<file path="config.mk">
export PLATFORM = sky130hd
export DESIGN_NAME = rv32_ifetch
export DESIGN_NICKNAME = d
export VERILOG_FILES = /design/src/rtl/rv32_ifetch.sv
export SDC_FILE = /design/constraint.sdc
export NUM_CORES = 1
export LEC_CHECK = 0
export CAP_MARGIN = 5
export CORE_ASPECT_RATIO = 1.25
export CORE_UTILIZATION = 30
export CTS_BUF_LIST = sky130_fd_sc_hd__clkbuf_8
export DETAILED_ROUTE_END_ITERATION = 8
export PLACE_DENSITY = 0.64
export SYNTH_ARGS = -nofsm -noshare
export SYNTH_HDL_FRONTEND = slang
export SYNTH_SLANG_ARGS = --single-unit
export TNS_END_PERCENT = 5
</file>
<file path="constraint.sdc">
create_clock -name clk -period 2.28 [get_ports clk]
set_input_delay 0.456 -clock clk [delete_from_list [all_inputs] [get_ports clk]]
set_output_delay 0.456 -clock clk [all_outputs]
set_load 0.01 [all_outputs]
</file>
<file path="src/rtl/rv32_ifetch.sv">
// RV32 instruction-fetch front end: one outstanding imem read, DEPTH-entry buffer to decode.
// Optional macro RV32_IFETCH_ALIGN_CHECK_EN turns misaligned PCs into marker entries instead of fetches.
module rv32_ifetch #(
   parameter int DEPTH = 2
) (
   input  logic        clk,
   input  logic        rst_n,
   input  logic [31:0] pc,
   input  logic        flush,
   input  logic        halt,
   output logic        fetch_busy,
   output logic        imem_req,
   output logic [31:0] imem_addr,
   input  logic        imem_gnt,
   input  logic        imem_rvalid,
   input  logic [31:0] imem_rdata,
   output logic        id_valid,
   input  logic        id_ready,
   output logic [31:0] id_instr,
   output logic [31:0] id_pc,
   output logic        id_misalign
);
   localparam int AW = (DEPTH > 1) ? $clog2(DEPTH) : 1;

   typedef struct packed {
      logic [31:0] pc;
      logic [31:0] instr;
      logic        misalign;
   } entry_t;

   typedef enum logic [1:0] {IDLE, REQ, WAIT, DROP} state_t;

   state_t        state, state_nxt;
   entry_t        buf_q [DEPTH];
   entry_t        head, push_data;
   logic [AW-1:0] rd_ptr, wr_ptr;
   logic [AW:0]   count;
   logic [31:0]   addr_q;
   logic          can_issue, fetch_ok, mis_push, rsp_push, push, pop;

   assign can_issue = (state == IDLE) && !halt && !flush && (count < (AW+1)'(DEPTH));
`ifdef RV32_IFETCH_ALIGN_CHECK_EN
   assign mis_push  = can_issue && (pc[1:0] != 2'b00);
`else
   assign mis_push  = 1'b0;
`endif
   assign fetch_ok  = can_issue && !mis_push;

   always_comb begin
      state_nxt = state;
      rsp_push  = 1'b0;
      case (state)
         IDLE: if (fetch_ok) state_nxt = REQ;
         REQ: begin
            if (flush)         state_nxt = imem_gnt ? DROP : IDLE;
            else if (imem_gnt) state_nxt = WAIT;
         end
         WAIT: begin
            if (imem_rvalid) begin
               state_nxt = IDLE;
               rsp_push  = !flush;
            end else if (flush) begin
               state_nxt = DROP;
            end
         end
         // the abandoned response still has to drain before a new request may go out
         DROP: if (imem_rvalid) state_nxt = IDLE;
         default: state_nxt = IDLE;
      endcase
   end

   always_ff @(posedge clk or negedge rst_n) begin
      if (!rst_n) begin
         state  <= IDLE;
         addr_q <= '0;
      end else begin
         state <= state_nxt;
         if (fetch_ok) addr_q <= {pc[31:2], 2'b00};
      end
   end

   assign push      = rsp_push | mis_push;
   assign push_data = mis_push ? '{pc: pc, instr: 32'h0, misalign: 1'b1}
                               : '{pc: addr_q, instr: imem_rdata, misalign: 1'b0};
   assign pop       = id_valid && id_ready && !flush;

   always_ff @(posedge clk or negedge rst_n) begin
      if (!rst_n) begin
         rd_ptr <= '0;
         wr_ptr <= '0;
         count  <= '0;
         for (int i = 0; i < DEPTH; i++) buf_q[i] <= '0;
      end else if (flush) begin
         rd_ptr <= '0;
         wr_ptr <= '0;
         count  <= '0;
      end else begin
         if (push) begin
            buf_q[wr_ptr] <= push_data;
            wr_ptr        <= wr_ptr + 1'b1;
         end
         if (pop) rd_ptr <= rd_ptr + 1'b1;
         case ({push, pop})
            2'b10:   count <= count + 1'b1;
            2'b01:   count <= count - 1'b1;
            default: ;
         endcase
      end
   end

   assign head        = buf_q[rd_ptr];
   assign id_valid    = (count != '0);
   assign id_pc       = head.pc;
   assign id_instr    = head.instr;
   // only marker entries carry a set bit, so this reads 0 when the check is compiled out
   assign id_misalign = head.misalign;

   assign imem_req   = (state == REQ);
   assign imem_addr  = addr_q;
   assign fetch_busy = ~((imem_req & imem_gnt) | mis_push);

endmodule

</file>
==> results.sh <==
export IMPL_synth_area_per_cell_um2=15.9
export IMPL_gr_usage_all_layers=0.135
export IMPL_nets=682
export IMPL_ant_nets=0
export IMPL_final_area_um2=9260
export IMPL_dp_hpwl_um=10100
export IMPL_synth_warnings=0
export IMPL_p_int_uw=7550
export IMPL_final_common_cell="mux2_2"
export IMPL_net_switching_power_uw=3340
export IMPL_slew_violations=0
export IMPL_vdd_drop_max_v=0.000546
export IMPL_yosys_area_top_type="dfrtp_1"
export IMPL_power_frac_comb=0.369
export IMPL_vias_per_cell=4.60
export IMPL_ys_flop_type="dfrtp_1"
export IMPL_fmax_ghz=0.455
export IMPL_die_w_um=137
export IMPL_status="complete, no violations"
export IMPL_htree_levels=4
export IMPL_crit_path_start_kind="flip-flop"
export IMPL_root_buffer="clkbuf_8"
export IMPL_hold_path_class="input pin to asynchronous set/reset pin"
export IMPL_synth_edff_count=0
export IMPL_ios=171
export IMPL_drc=0
export IMPL_async_reset_ff_frac=1.00
export IMPL_crit_fanout=19
export IMPL_hold_viol=0
export IMPL_power_frac_clock=0.198
export IMPL_seq_area_frac_synth=0.582
export IMPL_cp_end_kind="primary output"
export IMPL_fp_dieH_um=171
export IMPL_yosys_top_cells_area="dfrtp_1 (58%), mux2_2 (31%), mux2_1 (4.4%), buf_6 (1.5%), buf_2 (0.87%)"
export IMPL_switching_share=0.307
export IMPL_clk_latency_ns=0.45
export IMPL_ys_ff_latch=160
export IMPL_firstDrtPassIters=4
export IMPL_numCtsBuffers=17
export IMPL_numPortBuffers=163
export IMPL_finClkSkew_ns=0.0135
export IMPL_grt_max_degree=47
export IMPL_grt_first_pass_wirelength_um=24100
export IMPL_rows=61
export IMPL_first_iter_violations=131
export IMPL_core_area_um2=22400
export IMPL_required_ns=1.82
export IMPL_period_needed_ns=2.20
export IMPL_syn_area_um2=6880
export IMPL_die_area_um2=23500
export IMPL_cts_sinks=160
export IMPL_setup_viol=0
export IMPL_diodes=0
export IMPL_power_total_uw=10900
export IMPL_grt_antenna_before_repair=1
export IMPL_wl_per_cell_um=16.6
export IMPL_via_count=4174
export IMPL_syn_inst=433
export IMPL_path_clk_slew_ns=0.09
export IMPL_yosys_area_top_type_share=0.582
export IMPL_cap_violations=0
export IMPL_power_density_nw_per_um2=1180
export IMPL_cp_arrival_ns=1.74
export IMPL_syn2layout_area_growth_pct=34.6
export IMPL_synthDistinctLibCells=30
export IMPL_drive_gt1_frac=0.447
export IMPL_grt_ovfl_total=0
export IMPL_drt_total_wl_um=15100
export IMPL_grt_pass1_vias=4618
export IMPL_cts_tree="yes"
export IMPL_layout_common_cells="mux2_2 (189), dfrtp_1 (158), clkdlybuf4s50_1 (100)"
export IMPL_critical_path_class="flip-flop to primary output"
export IMPL_dpl_cell_area_um2=8900
export IMPL_clk_path_buf_depth=2
export IMPL_rsz0062_at_grt="no"
export IMPL_start_util=0.308
export IMPL_gp_congestion=0.692
export IMPL_power_leakage_uw=0.00422
export IMPL_seqPwrFrac=0.433
export IMPL_fin_crit_sh=0.964
[layer usage]
layer  global-route usage  vias up  wire [um]
met1                0.158     2156       6400
met3               0.0410       15        736
met5                    0        -         13
li1                     -     1899          -
met2                0.235      102       7780
met4               0.0406        2        161
[registers in the layout (all words and copies together), names as in the netlist]
register,flops
buf_q,124
count,2
imem_addr,30
rd_ptr,1
state,2
wr_ptr,1
[worst paths after layout]
check | start | end | slack [ns] | depth (start not counted)
setup / recovery | rd_ptr | id_instr[23] | 0.08 | 3
hold / removal | rst_n | buf_q[79] | 0.47 | 2
setup reg to reg | state[0] | buf_q[86] | 0.58 | 4
hold reg to reg | buf_q[129] | buf_q[129] | 0.49 | 1
max in group asynchronous | rst_n | buf_q[19] | 1.16 | 3
min in group clk | buf_q[129] | buf_q[129] | 0.49 | 1
[synth_stat cells, types with 2 or more instances]
cell,number
buf_2,12
buf_4,6
buf_6,9
dfrtp_1,160
mux2_1,27
mux2_2,189
nand2b_1,3
nor2_1,2
nor2b_1,2
o21ai_0,2
xor2_1,2
[critical path, cell delays in order (launching register included)]
cell and delay, ns:
dfrtp_2 0.43, buf_12 0.19, mux2_2 0.36, dlygate4sd2_1 0.30
[area by class of cell]
class                      instances  area, um^2
fill                            2062       13100
sequential                       160        4010
multi-input combinational        247        2680
timing repair buffer             184        1810
tap                              283         354
clock buffer                      17         234
clock inverter                    15         171
inverter                           1        3.75
[power groups by stage]
stage / combinational [uW] / sequential (uW) / clock, uW
CTS: 4200 / 4730 / 2240
finish: 4020 / 4710 / 2160
detailed placement: 4490 / 4790 / 0
global route: 4350 / 4900 / 2360
floorplan: 2210 / 4660 / 0
global placement: 4400 / 4670 / 0
[through the flow]
step / setup slack, ns / instances / hold slack [ns] / TNS, ns / util
floorplan: 0.527 / 437 / 0.160 / 0 / -
global placement: 0.145 / 869 / 0.415 / 0 / 0.398
detailed placement: 0.0858 / 869 / 0.423 / 0 / 0.398
CTS: -0.0223 / 906 / 0.474 / -0.202 / 0.419
global route: 0.00390 / 907 / 0.507 / 0 / 0.414
finish: 0.0815 / 907 / 0.474 / 0 / 0.414
[cell families (layout without fill, tap and decap cells)]
family	count (synthesis)	count (layout)	share of synthesized area
AO/OA/AOI/OAI	7	7	0.00764
multiplexers	217	217	0.355
XOR/XNOR	2	2	0.00255
AND/OR/NAND/NOR	16	16	0.0204
flip-flops	160	160	0.582
other	1	5	0.000545
buffers and inverters	30	217	0.0317
[repair_timing]
action,in CTS,in global routing
buffers inserted,2,0
gates resized for setup,96,43
setup endpoints to repair,63,37
endpoints found under the hold margin,42,0
gates cloned,2,1
hold buffers,1,0
(Power assumes the default switching activity.)
==> variant: new RTL, same flow settings <==
The parameter `DEPTH` goes from 2 to 4.
--- a/src/rtl/rv32_ifetch.sv
+++ b/src/rtl/rv32_ifetch.sv
@@ -2,5 +2,5 @@
 // Optional macro RV32_IFETCH_ALIGN_CHECK_EN turns misaligned PCs into marker entries instead of fetches.
 module rv32_ifetch #(
-   parameter int DEPTH = 2
+   parameter int DEPTH = 4
 ) (
    input  logic        clk,
Behaviour: no difference found for any inputs over 4 cycles, from zero or initial values and one cycle with rst_n low; that may be too few to reach the edited logic, so the function may still have changed.
==> variant against the unedited design <==
  * The flow now finishes with violations (design-rule violations, negative setup slack)
  * Wire length is 110% higher
  * Worst setup slack worse by 390 ps
  * Sequential cell count is 127 higher
  * Area after synthesis is 98% higher
  * Cell area is 87% higher
  * Total power is 83% higher
  * Clock power is 110% higher
  * Largest cell class unchanged
==> variant: results (changes against the unedited design) <==
INFO  clocking       worst_setup_hold_path_clk_slew=60ps [was 90 ps]
INFO  placed_design  place_area=16000um2 [was 8900 um2]
INFO  logic_synthesis synthesized_area_fraction_occupied_by_xor_and_xnor_cells=0.00321 [was 0.00255]
INFO  outcome        status=finished, violations left [was finished, final reports clean]
INFO  outcome        failing_checks=design-rule violations, negative setup slack
INFO  clocking       postCtsSetupRepairBufs=12 [was 2]
INFO  logic_synthesis synth-adder-area-share=0.00514 [was 0]
INFO  logic_synthesis share_of_cell_area_taken_by_muxes_after_synthesis=0.401 [was 0.355]
INFO  final_layout   final.clkbuf_count=56 [was 17]
INFO  setup_path     crit_path_top_delay_cell=sky130_fd_sc_hd__dfrtp_4 [was sky130_fd_sc_hd__dfrtp_2]
INFO  setup_path     regToRegEndpoint=count[2] [was buf_q[86]]
INFO  setup_path     cp_slowest_stage_delay=510ps [was 430 ps]
INFO  logic_synthesis yosysSeqAreaShare=0.527 [was 0.582]
INFO  global_routing grt_pass1_wl=49200um [was 24100 um]
INFO  timing         timing.setup.tns=-14100ps [was 0 ps]
INFO  setup_path     crit_start=rd_ptr[0] [was rd_ptr]
INFO  global_routing grt_use_met1=0.190 [was 0.158]
INFO  final_layout   signal_buffers=241 [was 184]
INFO  timing         setup_viol_count_final=62 [was 0]
INFO  setup_path     cp-endpoint=id_pc[10] [was id_instr[23]]
INFO  clocking       post_cts.resized_instances=306 [was 96]
INFO  route          drcViolationCount=26 [was 0]
INFO  timing         finalWorstSetupSlack=-309ps [was 81.5 ps]
INFO  setup_path     r2r.worst_path.cells=7 [was 4]
INFO  power_and_ir_drop leakage_power=8.61nW [was 4.22 nW]
variant: changes by cell type after synthesis, moves of 9 or more:
cell	before	now
sky130_fd_sc_hd__mux2_2	189	38
sky130_fd_sc_hd__buf_12	0	25
sky130_fd_sc_hd__mux4_2	0	62
sky130_fd_sc_hd__mux2_1	27	0
sky130_fd_sc_hd__dfrtp_1	160	287
sky130_fd_sc_hd__buf_6	9	0
sky130_fd_sc_hd__mux2_4	0	241
variant: through the flow:
stage / utilization / instances
detailed placement: 0.361 / 1470
floorplan: - / 727
CTS: 0.388 / 1574
finish: 0.390 / 1577
global placement: 0.361 / 1470
global route: 0.390 / 1577
variant: power breakdown:
| part | total [mW] | internal (mW) | switching [mW] |
|---|---|---|---|
| clock | 4.48 | 2.35 | 2.13 |
| combinational | 8.05 | 5.21 | 2.84 |
| sequential | 7.39 | 6.33 | 1.06 |
| total | 19.9 | 13.9 | 6.03 |
